--- src/rtl/bresenham_line_if.sv ---
// rtl/bresenham_line_if.sv - line request and pixel stream bundle for bresenham_line
interface bresenham_line_if #(
    parameter int COORD_W = 10
);
    typedef struct packed {
        logic [COORD_W-1:0] x;
        logic [COORD_W-1:0] y;
    } point_t;

    logic   start;
    point_t p;
    point_t q;
    point_t pixel;
    logic   pixel_valid;
    logic   pixel_ready;
    logic   busy;
    logic   done;

    modport master (
        output start, p, q, pixel_ready,
        input  pixel, pixel_valid, busy, done
    );

    modport slave (
        input  start, p, q, pixel_ready,
        output pixel, pixel_valid, busy, done
    );
endinterface

--- src/rtl/bresenham_line.sv ---
// rtl/bresenham_line.sv - Bresenham line walker emitting one pixel per accepted handshake
module bresenham_line #(
    parameter int COORD_W = 10
) (
    input logic           clk,
    input logic           n_rst,
    bresenham_line_if.slave bus
);
    localparam int EW = COORD_W + 2;
    localparam logic [COORD_W-1:0] ONE = COORD_W'(1);

    typedef enum logic [1:0] {IDLE, SETUP, PLOT, DONE} state_t;

    state_t               state;
    logic [COORD_W-1:0]   cx, cy, ex, ey;
    logic signed [EW-1:0] dx, dy, err;
    logic                 sx_neg, sy_neg;
    logic                 pixel_valid_r, busy_r, done_r;

    logic [EW-1:0]        abs_dx, abs_dy;
    logic signed [EW:0]   e2, dx_ext, dy_ext;
    logic                 step_x, step_y, at_end;
    logic signed [EW-1:0] err_next;

    assign abs_dx = (cx < ex) ? {2'b00, ex - cx} : {2'b00, cx - ex};
    assign abs_dy = (cy < ey) ? {2'b00, ey - cy} : {2'b00, cy - ey};

    // Both step decisions use the pre-update error so diagonal moves happen in one cycle.
    assign e2       = {err, 1'b0};
    assign dx_ext   = {dx[EW-1], dx};
    assign dy_ext   = {dy[EW-1], dy};
    assign step_x   = (e2 >= dy_ext);
    assign step_y   = (e2 <= dx_ext);
    assign err_next = err + (step_x ? dy : '0) + (step_y ? dx : '0);
    assign at_end   = (cx == ex) && (cy == ey);

    always_ff @(posedge clk or negedge n_rst) begin
        if (!n_rst) begin
            state         <= IDLE;
            cx            <= '0;
            cy            <= '0;
            ex            <= '0;
            ey            <= '0;
            dx            <= '0;
            dy            <= '0;
            err           <= '0;
            sx_neg        <= 1'b0;
            sy_neg        <= 1'b0;
            pixel_valid_r <= 1'b0;
            busy_r        <= 1'b0;
            done_r        <= 1'b0;
        end else begin
            case (state)
                IDLE: begin
                    if (bus.start) begin
                        cx     <= bus.p.x;
                        cy     <= bus.p.y;
                        ex     <= bus.q.x;
                        ey     <= bus.q.y;
                        busy_r <= 1'b1;
                        state  <= SETUP;
                    end
                end
                SETUP: begin
                    dx            <= $signed(abs_dx);
                    dy            <= -$signed(abs_dy);
                    err           <= $signed(abs_dx) - $signed(abs_dy);
                    sx_neg        <= !(cx < ex);
                    sy_neg        <= !(cy < ey);
                    pixel_valid_r <= 1'b1;
                    state         <= PLOT;
                end
                PLOT: begin
                    if (bus.pixel_ready) begin
                        if (at_end) begin
                            pixel_valid_r <= 1'b0;
                            done_r        <= 1'b1;
                            state         <= DONE;
                        end else begin
                            err <= err_next;
                            if (step_x) cx <= sx_neg ? cx - ONE : cx + ONE;
                            if (step_y) cy <= sy_neg ? cy - ONE : cy + ONE;
                        end
                    end
                end
                DONE: begin
                    done_r <= 1'b0;
                    busy_r <= 1'b0;
                    state  <= IDLE;
                end
                default: state <= IDLE;
            endcase
        end
    end

    assign bus.pixel       = {cx, cy};
    assign bus.pixel_valid = pixel_valid_r;
    assign bus.busy        = busy_r;
    assign bus.done        = done_r;
endmodule
--- src/flat_wrapper.sv ---
// flat-port wrapper written by rule: the top's interface ports become plain ports
module bresenham_line_flat 
#(
    parameter int COORD_W = 10
)
  (clk, n_rst, bus_start, bus_p, bus_q, bus_pixel_ready, bus_pixel, bus_pixel_valid, bus_busy, bus_done);
  bresenham_line_if #(.COORD_W(COORD_W)) bus_i ();
  input logic clk;
  input logic n_rst;
  input wire logic [$bits(bus_i.start)-1:0] bus_start;
  input wire logic [$bits(bus_i.p)-1:0] bus_p;
  input wire logic [$bits(bus_i.q)-1:0] bus_q;
  input wire logic [$bits(bus_i.pixel_ready)-1:0] bus_pixel_ready;
  output wire logic [$bits(bus_i.pixel)-1:0] bus_pixel;
  output wire logic [$bits(bus_i.pixel_valid)-1:0] bus_pixel_valid;
  output wire logic [$bits(bus_i.busy)-1:0] bus_busy;
  output wire logic [$bits(bus_i.done)-1:0] bus_done;
  assign bus_i.start = bus_start;
  assign bus_i.p = bus_p;
  assign bus_i.q = bus_q;
  assign bus_i.pixel_ready = bus_pixel_ready;
  assign bus_pixel = bus_i.pixel;
  assign bus_pixel_valid = bus_i.pixel_valid;
  assign bus_busy = bus_i.busy;
  assign bus_done = bus_i.done;
  bresenham_line #(.COORD_W(COORD_W)) u_core (.clk(clk), .n_rst(n_rst), .bus(bus_i));
endmodule
--- config.mk ---
export PLATFORM = sky130hd
export DESIGN_NAME = bresenham_line_flat
export DESIGN_NICKNAME = d
export VERILOG_FILES = /design/src/rtl/bresenham_line_if.sv /design/src/rtl/bresenham_line.sv /design/src/flat_wrapper.sv
export SDC_FILE = /design/constraint.sdc
export NUM_CORES = 1
export LEC_CHECK = 0
export CAP_MARGIN = 20
export CORE_MARGIN = 2
export CORE_UTILIZATION = 33
export CTS_CLUSTER_DIAMETER = 50
export DETAILED_ROUTE_END_ITERATION = 12
export GPL_TIMING_DRIVEN = 0
export HOLD_SLACK_MARGIN = 0.08
export PLACE_DENSITY = 0.47
export SLEW_MARGIN = 40
export SYNTH_ARGS = -nofsm -noshare
export SYNTH_HDL_FRONTEND = slang
export SYNTH_SLANG_ARGS = --single-unit
--- constraint.sdc ---
create_clock -name clk -period 5.44 [get_ports clk]
set_input_delay 0.816 -clock clk [delete_from_list [all_inputs] [get_ports clk]]
set_output_delay 0.816 -clock clk [all_outputs]
set_load 0.05 [all_outputs]
==> impl_results.md <==
- TritonCTS Buffers: 9
- Smallest setup slack after layout: approximately 410 ps
- Fill cells: 2310
- GRT overflow: 0
- Largest net degree at the start of global routing: 45
- Post-synth EDFFs: 0
- Netlist cell types: 63
- First-pass DRT Iterations: 4
- Worst endpoint data arrival time: between 5000 and 6000 ps
- YS warnings: 0
- Buffers plus inverters on the worst setup path: 3
- Final hold slack: 379.5 ps
- Fin crit share: 92.42%
- Worst-margin pin slew: 831.7 ps
- Critical Path Most Common Cell: a21o_1
- Synth Cell Area: 7620 sq um
- Most frequent cells in the layout: inv_1, ha_1, a21oi_1, dfrtp_1, clkdlybuf4s50_1
- Setup tns final: 0 ps
- Status: complete, no violations
- Via Count: 6205
- CP max-delay cell: dfrtp_1
- # clock sinks: 81
- Final Max Slew Viols: 0
- Crit path largest cell delay: about 430 ps
- Core ar.: between 20000 and 25000 sq um
- Syn_area_per_cell: 8.728 sq um
- Final #Nets: around 1100
- WL final: around 22000 um
- Clock Tree Buf Depth: 2
- First DRT Iteration DRCs: 256
- Max Clk Rate: 198.9 MHz
- Vias in the first global route: ~6200
- Final Hold Fails: 0
- Per-cell routed wire length: 17.32 um
- Vias per inst: 4.984
- CTS tree: done
- Ys flop type: dfrtp_1
- Starting density of the core: 33.66%
- Clock Pin Slew Worst Setup and Hold Paths: approximately 70 ps
- Synth Register Bits: 81
- Hold WC Path Type: in2async
- Initial antenna violation count: 0
- ANT nets after route: 0
- Die area: 24320 sq um
- Gpl congestion: 0.8396
- Post-synthesis sequential area ratio: 26.60%
- All-layer global routing usage: 18.63%
- Clock Skew: 8.248 ps
- IO Port Bufs: 66
- Critical path capture point type: flop
- Area Growth Syn to Fin: 18.97%
- Place WS: -589.4 ps
- Share of cells above drive strength 1: under 10%
- Commonest non-fill, non-tap cell in the layout: inv_1
- Clock Latency Late Sink: 350 ps
- Final core occ: 40.04%
- Crit start category: flop
- Ant. Diodes: 0
- # DRC: 0
- Top Family by Delay on Critical Path: compound AO/OA/AOI/OAI gates
- Clk root buf: clkbuf_16
- Detail Placement HPWL: 17030 um
- Req. time, crit path: 5660 ps
- CTS Hold Buffers Added: 0
- Max-Cap Viols: 0
- Die width: 156.0 um
- FP Rows: 55
- Slew headroom: between 40 and 50%
- Crit Path Category: reg2reg
- CP Max Fanout: 9
- # IOs: 67
- Tmin final: around 5000 ps
- Die Ht: between 150 and 200 um
- First-pass GRT wire length: 34740 um
- Mapped Cells: slightly below 900
- Post-synthesis net count: 1036
- Setup repair after global routing missed its margin: no
- Final setup violation count: 0
- Asr flop ratio synth: between 90% and 100%
- H-tree depth: 3
==> cell usage after synthesis, drive strengths merged (4+ instances only) <==
| cell | number | share of area [%] |
|---|---|---|
| a31oi | 6 | 0.49 |
| and2 | 5 | 0.41 |
| a21oi | 89 | 5.9 |
| nand2 | 58 | 2.9 |
| nand2b | 4 | 0.33 |
| fa | 18 | 4.7 |
| a21boi | 6 | 0.59 |
| ha | 101 | 17 |
| nor2b | 11 | 0.90 |
| o21a | 7 | 0.69 |
| nand4 | 7 | 0.66 |
| dfrtp | 81 | 27 |
| inv | 131 | 6.5 |
| o211ai | 4 | 0.39 |
| buf | 8 | 0.71 |
| a21o | 34 | 3.3 |
| nor3 | 17 | 1.2 |
| o31ai | 5 | 0.67 |
| xnor2 | 31 | 3.8 |
| clkbuf | 18 | 0.89 |
| nor4 | 5 | 0.61 |
| a211oi | 9 | 0.95 |
| xor2 | 13 | 1.5 |
| o21ai | 43 | 2.8 |
| nor2 | 59 | 2.9 |
| mux2i | 29 | 4.0 |
| o21bai | 9 | 0.89 |
| mux2 | 29 | 4.3 |
| nand3 | 7 | 0.46 |
==> worst register-to-register path, stage by stage, from the launching register on <==
cell and delay, ps:
dfrtp_1 430, inv_2 110, ha_1 140, inv_1 60
fa_1 410, a21o_1 180, a21o_1 190, a21o_1 200
a2111oi_2 420, nor3_2 120, a21oi_1 160, o21bai_1 60
buf_2 220, mux2i_2 250, xnor2_2 150, ha_1 280
nor2b_1 150, o21ai_1 140, a21boi_0 130, o21ai_1 210
a21boi_1 120, o21ai_0 180, nand2b_1 110, xor2_1 170
a211oi_1 240, a21oi_1 60
==> state kept, by name, summed over array words and instances, names as in the netlist <==
register                flops
u_core.state                2
u_core.dy                  12
u_core.ey                  10
u_core.cy                  10
u_core.bus.pixel_valid      1
u_core.bus.busy             1
u_core.ex                  10
u_core.dx                  10
u_core.sy_neg               1
u_core.cx                  10
u_core.err                 12
u_core.bus.done             1
u_core.sx_neg               1
==> cell families after synthesis <==
| logic type | synth area share [%] |
|---|---|
| mux | 8.259 |
| buf+inv | 8.046 |
| xor+xnor | 5.550 |
| compound gates | 18.97 |
| fa+ha+maj | 21.31 |
| flops | 26.60 |
| simple gates | 11.26 |
==> cell type report <==
cell class	count	area (sq um)	area share, %
buffer	26	138.9	1.532
clock buffer	14	264.0	2.912
clock inverter	2	12.51	0.1380
inverter	131	491.7	5.424
multi-input combinational	635	5055	55.76
sequential	81	2027	22.36
tap	285	356.6	3.934
timing repair buffer	71	719.4	7.937
==> metrics by stage <==
step / cells / instance area, sq um
2_1_floorplan: 873 / 7620
3_3_place_gp: 1224 / 8637
3_5_place_dp: 1225 / 8673
4_1_cts: 1241 / 8985
5_1_grt: 1245 / 9065
6_report: 1245 / 9065
==> per-layer routing <==
layer	part of all wire (%)	global-route usage, %
met2	46	30.24
met5	0	0
met1	48	25.97
met4	1.4	5.155
met3	4.1	2.639
==> what timing repair did <==
item	CTS	global route
setup endpoints to repair	4	7
endpoints found under the hold margin	0	0
pin swaps	0	3
setup buffers	0	4
gates resized for setup	7	20
==> final timing paths <==
path,startpoint,endpoint,slack [ps],depth (start not counted)
min in group clk,u_core.ey[9],u_core.ey[9],510,1
max in group asynchronous,n_rst,u_core.dy[2],4470,2
worst max register to register,u_core.cx[0],u_core.err[8],410,25
worst max-delay path,u_core.cx[0],u_core.err[8],410,25
worst min register to register,u_core.ey[9],u_core.ey[9],510,1
worst min-delay path,n_rst,u_core.cy[8],380,1
Power is not shown: default switching activity piles up to over one toggle a cycle in this logic, so the estimate is an artifact.
==> variant 1 (same flow settings) <==
`COORD_W` is set to 10 in 3 places; all go to 8.
--- a/src/rtl/bresenham_line_if.sv
+++ b/src/rtl/bresenham_line_if.sv
@@ -1,6 +1,6 @@
 // rtl/bresenham_line_if.sv - line request and pixel stream bundle for bresenham_line
 interface bresenham_line_if #(
-    parameter int COORD_W = 10
+    parameter int COORD_W = 8
 );
     typedef struct packed {
         logic [COORD_W-1:0] x;
--- a/src/rtl/bresenham_line.sv
+++ b/src/rtl/bresenham_line.sv
@@ -1,6 +1,6 @@
 // rtl/bresenham_line.sv - Bresenham line walker emitting one pixel per accepted handshake
 module bresenham_line #(
-    parameter int COORD_W = 10
+    parameter int COORD_W = 8
 ) (
     input logic           clk,
     input logic           n_rst,
--- a/src/flat_wrapper.sv
+++ b/src/flat_wrapper.sv
@@ -1,7 +1,7 @@
 // flat-port wrapper written by rule: the top's interface ports become plain ports
 module bresenham_line_flat 
 #(
-    parameter int COORD_W = 10
+    parameter int COORD_W = 8
 )
   (clk, n_rst, bus_start, bus_p, bus_q, bus_pixel_ready, bus_pixel, bus_pixel_valid, bus_busy, bus_done);
   bresenham_line_if #(.COORD_W(COORD_W)) bus_i ();
Interface: changed (resized bus_p, bus_pixel and bus_q); port bits go from 67 to 55. No check against the original RTL was run, so the function may have changed too.
==> variant 1 against the original RTL <==
- final cell count is 19% lower
- area after synthesis is 18% lower
- sequential cell count is 14 lower
- setup slack better by 0.12 ns
- clock skew hardly changed
- design area down 19%
- routed wire length fell by 20%
- critical endpoint is now u_core.err[7]
Power is not shown: default switching activity piles up to over one toggle a cycle in this logic, so the estimate is an artifact.
==> variant 1: results (changes against the original RTL) <==
{| class="wikitable"
! Metric !! Value
|-
| Compound-cell area share of the yosys netlist || 0.1887 (was 0.1897)
|-
| First DRT Iteration DRCs || 301 (was 256)
|-
| Largest net degree at the start of global routing || 36 (was 45)
|-
| Number of I/O port buffers || 54 (was 66)
|-
| Biggest registers after layout || u_core.dy (10), u_core.err (10) (was u_core.dy (12), u_core.err (12))
|-
| Commonest cells in the synthesized netlist || sky130_fd_sc_hd__inv_1, sky130_fd_sc_hd__ha_1, sky130_fd_sc_hd__dfrtp_1 (was sky130_fd_sc_hd__inv_1, sky130_fd_sc_hd__ha_1, sky130_fd_sc_hd__a21oi_1)
|-
| Data arrival time at the worst-slack endpoint || 5.16 ns (was 5.25 ns)
|-
| Cell count after placement || 999 (was 1225)
|-
| Worst reg2reg path startpoint || u_core.err[0] (was u_core.cx[0])
|-
| Length of the first detailed-routing pass in iterations || 5 (was 4)
|-
| Fill cell total of the finished layout || 1896 (was 2310)
|-
| Worst Hold Margin || 0.3603 ns (was 0.3795 ns)
|-
| Fin cells || 1014 (was 1245)
|-
| Leading cell types by total area after synthesis || sky130_fd_sc_hd__dfrtp_1, sky130_fd_sc_hd__ha_1, sky130_fd_sc_hd__inv_1, sky130_fd_sc_hd__fa_1, sky130_fd_sc_hd__a21oi_1 (was sky130_fd_sc_hd__dfrtp_1, sky130_fd_sc_hd__ha_1, sky130_fd_sc_hd__inv_1, sky130_fd_sc_hd__a21oi_1, sky130_fd_sc_hd__fa_1)
|-
| XOR/XNOR share of the synthesized area || 0.04221 (was 0.05550)
|-
| Capture instance of the worst register-to-register path || u_core.err[7] (was u_core.err[8])
|-
| Result of the run || finished, final reports clean (unchanged)
|-
| Crit path largest cell delay || 0.53 ns (was 0.43 ns)
|-
| Cell with the biggest individual delay on the critical path || sky130_fd_sc_hd__and2_1 (was sky130_fd_sc_hd__dfrtp_1)
|-
| Routability congestion estimate || 0.8654 (was 0.8396)
|-
| Netlist cell types || 67 (was 63)
|-
| Number of nets in the layout || 908 (was 1118)
|-
| Max Clock Skew || 0.008598 ns (was 0.008248 ns)
|-
| First-pass GRT wire length || 28590 um (was 34740 um)
|-
| Tot GR Track Use || 0.1827 (was 0.1863)
|-
| Syn Inst Count || 710 (was 873)
|-
| DP HPWL || 13810 um (was 17030 um)
|-
| Seq/Total Area, Yosys || 0.2693 (was 0.2660)
|}
==> variant 1: logic make-up (layout without fill, tap and decap cells) <==
logic type               Yosys count  count (layout)
AO/OA/AOI/OAI                    185             185
AND/OR/NAND/NOR                  168             168
buffers and inverters            119             189
adder cells (fa/ha/maj)           97              97
flip-flops                        67              67
multiplexers                      44              44
XOR/XNOR                          30              30
==> variant 1: worst max-delay path by stage <==
stage,slack [ns],cells after the start,start,end
finish,0.53,21,u_core.err[0],u_core.err[7]
global route,0.09,21,u_core.err[0],u_core.err[7]
CTS,0.28,22,u_core.err[0],u_core.err[9]
detailed placement,0.33,22,u_core.err[0],u_core.err[9]
global placement,0.36,22,u_core.err[0],u_core.err[9]
floorplan,1.39,18,u_core.cx[0],u_core.err[8]
==> variant 1: layout make-up <==
cell class / count / area share
clock buffers: 14 / 0.03448
inverters: 96 / 0.04891
repair buffers: 55 / 0.07626
flip-flops and latches: 67 / 0.2276
well taps: 234 / 0.03974
clock inverters: 2 / 0.004755
multi-input cells: 524 / 0.5537
plain buffers: 22 / 0.01461
==> variant 1: layer usage <==
| layer | routed length (um) | up-vias | track usage | part of all wire |
|---|---|---|---|---|
| li1 | - | 2603 | - | - |
| met1 | 8603 | 2522 | 0.2498 | 0.50 |
| met2 | 7964 | 81 | 0.3015 | 0.46 |
| met3 | 431 | 19 | 0.02227 | 0.025 |
| met4 | 289 | 0 | 0.05947 | 0.017 |
| met5 | 0 | - | 0 | 0 |
==> variant 1: worst max-delay path: cells and delay by family, from the launching register on <==
kind	cells	cell delay, ns
xor+xnor	1	0.11
simple gates	5	1.07
flops	1	0.43
buf+inv	2	0.14
fa+ha+maj	4	1.32
compound gates	9	1.73
==> variant 1: repair_timing <==
| item | 4_1_cts | 5_1_grt |
|---|---|---|
| hold buffers | 0 | 0 |
| resized for setup | 0 | 2 |
| endpoints found under the setup margin | 0 | 2 |
==> variant 1: stage by stage <==
step	setup slack [ns]	instance area, um^2
floorplan	1.388	6225
global placement	0.3602	7058
detailed placement	0.3260	7081
CTS	0.2808	7370
global route	0.09097	7367
finish	0.5324	7367
==> variant 2 (config.mk and constraints unchanged) <==
Without the edit above. Encoding of `state_t`: now one-hot (4 bits for 4 states).
--- a/src/rtl/bresenham_line.sv
+++ b/src/rtl/bresenham_line.sv
@@ -9,7 +9,7 @@
     localparam int EW = COORD_W + 2;
     localparam logic [COORD_W-1:0] ONE = COORD_W'(1);
 
-    typedef enum logic [1:0] {IDLE, SETUP, PLOT, DONE} state_t;
+    typedef enum logic [3:0] {IDLE = 4'b0001, SETUP = 4'b0010, PLOT = 4'b0100, DONE = 4'b1000} state_t;
 
     state_t               state;
     logic [COORD_W-1:0]   cx, cy, ex, ey;
Formal check against the unedited RTL: no difference found for any inputs over 4 cycles, from zero or initial values and one cycle with n_rst low; so few cycles prove little.
==> variant 2 against the original RTL <==
- global-route usage decreased by 0.87 points
- synthesized cell count decreased by 0.57%
- design area decreased by 0.63%
- critical path depth decreased by 2
- sequential cell count increased by 2
- setup slack got worse by 0.063 ns
- routed wire length decreased by 4.5%
- first-iteration DRC count increased by 2.0%
- area after synthesis decreased by 2.1%
Power is left out: the tool's default activity adds up to more than one toggle a clock period on the data nets, which glitch-free logic cannot reach.
==> variant 2: results (changes against the original RTL) <==
{| class="wikitable"
! Metric !! Value
|-
| Max Clock Skew || 0.008520 ns (was 0.008248 ns)
|-
| First-pass GRT wire length || 33050 um (was 34740 um)
|-
| Seq/Total Area, Yosys || 0.2785 (was 0.2660)
|-
| Cell count after placement || 1220 (was 1225)
|-
| Worst Hold Margin || 0.3558 ns (was 0.3795 ns)
|-
| Leading cell types by total area after synthesis || sky130_fd_sc_hd__dfrtp_1, sky130_fd_sc_hd__ha_1, sky130_fd_sc_hd__inv_1, sky130_fd_sc_hd__o21ai_0, sky130_fd_sc_hd__a21oi_1 (was sky130_fd_sc_hd__dfrtp_1, sky130_fd_sc_hd__ha_1, sky130_fd_sc_hd__inv_1, sky130_fd_sc_hd__a21oi_1, sky130_fd_sc_hd__fa_1)
|-
| Tot GR Track Use || 0.1776 (was 0.1863)
|-
| Compound-cell area share of the yosys netlist || 0.2012 (was 0.1897)
|-
| Data arrival time at the worst-slack endpoint || 5.32 ns (was 5.25 ns)
|-
| Sum of routed wire length over all layers || 20610 um (was 21570 um)
|-
| Length of the first detailed-routing pass in iterations || 4 (unchanged)
|-
| First DRT Iteration DRCs || 261 (was 256)
|-
| Slew at the pin with the worst max-slew slack || 0.8480 ns (was 0.8317 ns)
|-
| Number of nets in the layout || 1111 (was 1118)
|-
| Routability congestion estimate || 0.8353 (was 0.8396)
|-
| Via count of the first global-routing pass || 6202 (was 6217)
|-
| Average wire per standard cell || 16.59 um (was 17.32 um)
|-
| Net count after synthesis || 1027 (was 1036)
|-
| Start-to-end type of the worst setup path || register to register (unchanged)
|-
| Capture instance of the worst register-to-register path || u_core.err[11] (was u_core.err[8])
|-
| Flip-flop and latch area || 0.002079 mm^2 (was 0.002027 mm^2)
|-
| Syn Inst Count || 868 (was 873)
|-
| Commonest cells in the synthesized netlist || sky130_fd_sc_hd__inv_1, sky130_fd_sc_hd__ha_1, sky130_fd_sc_hd__nand2_1 (was sky130_fd_sc_hd__inv_1, sky130_fd_sc_hd__ha_1, sky130_fd_sc_hd__a21oi_1)
|-
| Length in cells of the worst reg-to-reg path || 23 (was 25)
|-
| Share of final-layout standard cells stronger than drive strength 1 || 0.07419 (was 0.08750)
|-
| Cell with the biggest individual delay on the critical path || sky130_fd_sc_hd__fa_1 (was sky130_fd_sc_hd__dfrtp_1)
|-
| Largest net degree at the start of global routing || 51 (was 45)
|-
| Fill cell total of the finished layout || 2306 (was 2310)
|-
| XOR/XNOR share of the synthesized area || 0.06404 (was 0.05550)
|-
| Post-layout minimum cycle time || 5.090 ns (was 5.028 ns)
|-
| Netlist cell types || 65 (was 63)
|-
| Post-place setup slack || -0.3812 ns (was -0.5894 ns)
|-
| Critical Path Fanout Max || 8 (was 9)
|-
| Post-Synth Adder-Cell Area || 0.2109 (was 0.2131)
|-
| Crit path largest cell delay || 0.50 ns (was 0.43 ns)
|-
| Result of the run || finished, final reports clean (unchanged)
|-
| Worst R2R Setup Slack || 0.35 ns (was 0.41 ns)
|-
| Mux cell area share after synthesis || 0.04443 (was 0.08259)
|-
| DP HPWL || 16850 um (was 17030 um)
|}
## variant 2: layout make-up
class                   count  area share
inverters                 109     0.04542
clock inverters             6     0.01514
plain buffers              28     0.01403
repair buffers             74     0.08376
flip-flops and latches     83      0.2309
clock buffers              10     0.02653
multi-input cells         647      0.5447
well taps                 285     0.03959
## variant 2: critical path, delay by kind of cell (launching register included)
| kind | cells | cell delay (ns) |
|---|---|---|
| adder cells (fa/ha/maj) | 4 | 1.20 |
| XOR/XNOR | 1 | 0.14 |
| flip-flops | 1 | 0.44 |
| AND/OR/NAND/NOR | 5 | 0.77 |
| AO/OA/AOI/OAI | 11 | 2.31 |
| buffers and inverters | 2 | 0.11 |
## variant 2: repair_timing
item	in CTS	in global routing
resized for setup	4	13
setup buffers	0	7
pin swaps	0	3
gates cloned	0	0
endpoints found under the setup margin	5	5
## variant 2: per-layer routing
metal / track usage / wire length [um] / part of all wire / vias up
met1: 0.2504 / 10390 / 0.50 / 2874
met3: 0.01513 / 398 / 0.019 / 15
met5: 0 / 0 / 0 / -
met4: 0.05335 / 333 / 0.016 / 0
li1: - / - / - / 3156
met2: 0.2915 / 9484 / 0.46 / 67
## variant 2: cells by family after synthesis
| logic type | Yosys count |
|---|---|
| AND/OR/NAND/NOR | 203 |
| AO/OA/AOI/OAI | 245 |
| adder cells (fa/ha/maj) | 115 |
| buffers and inverters | 138 |
| multiplexers | 32 |
| flip-flops | 83 |
| XOR/XNOR | 52 |
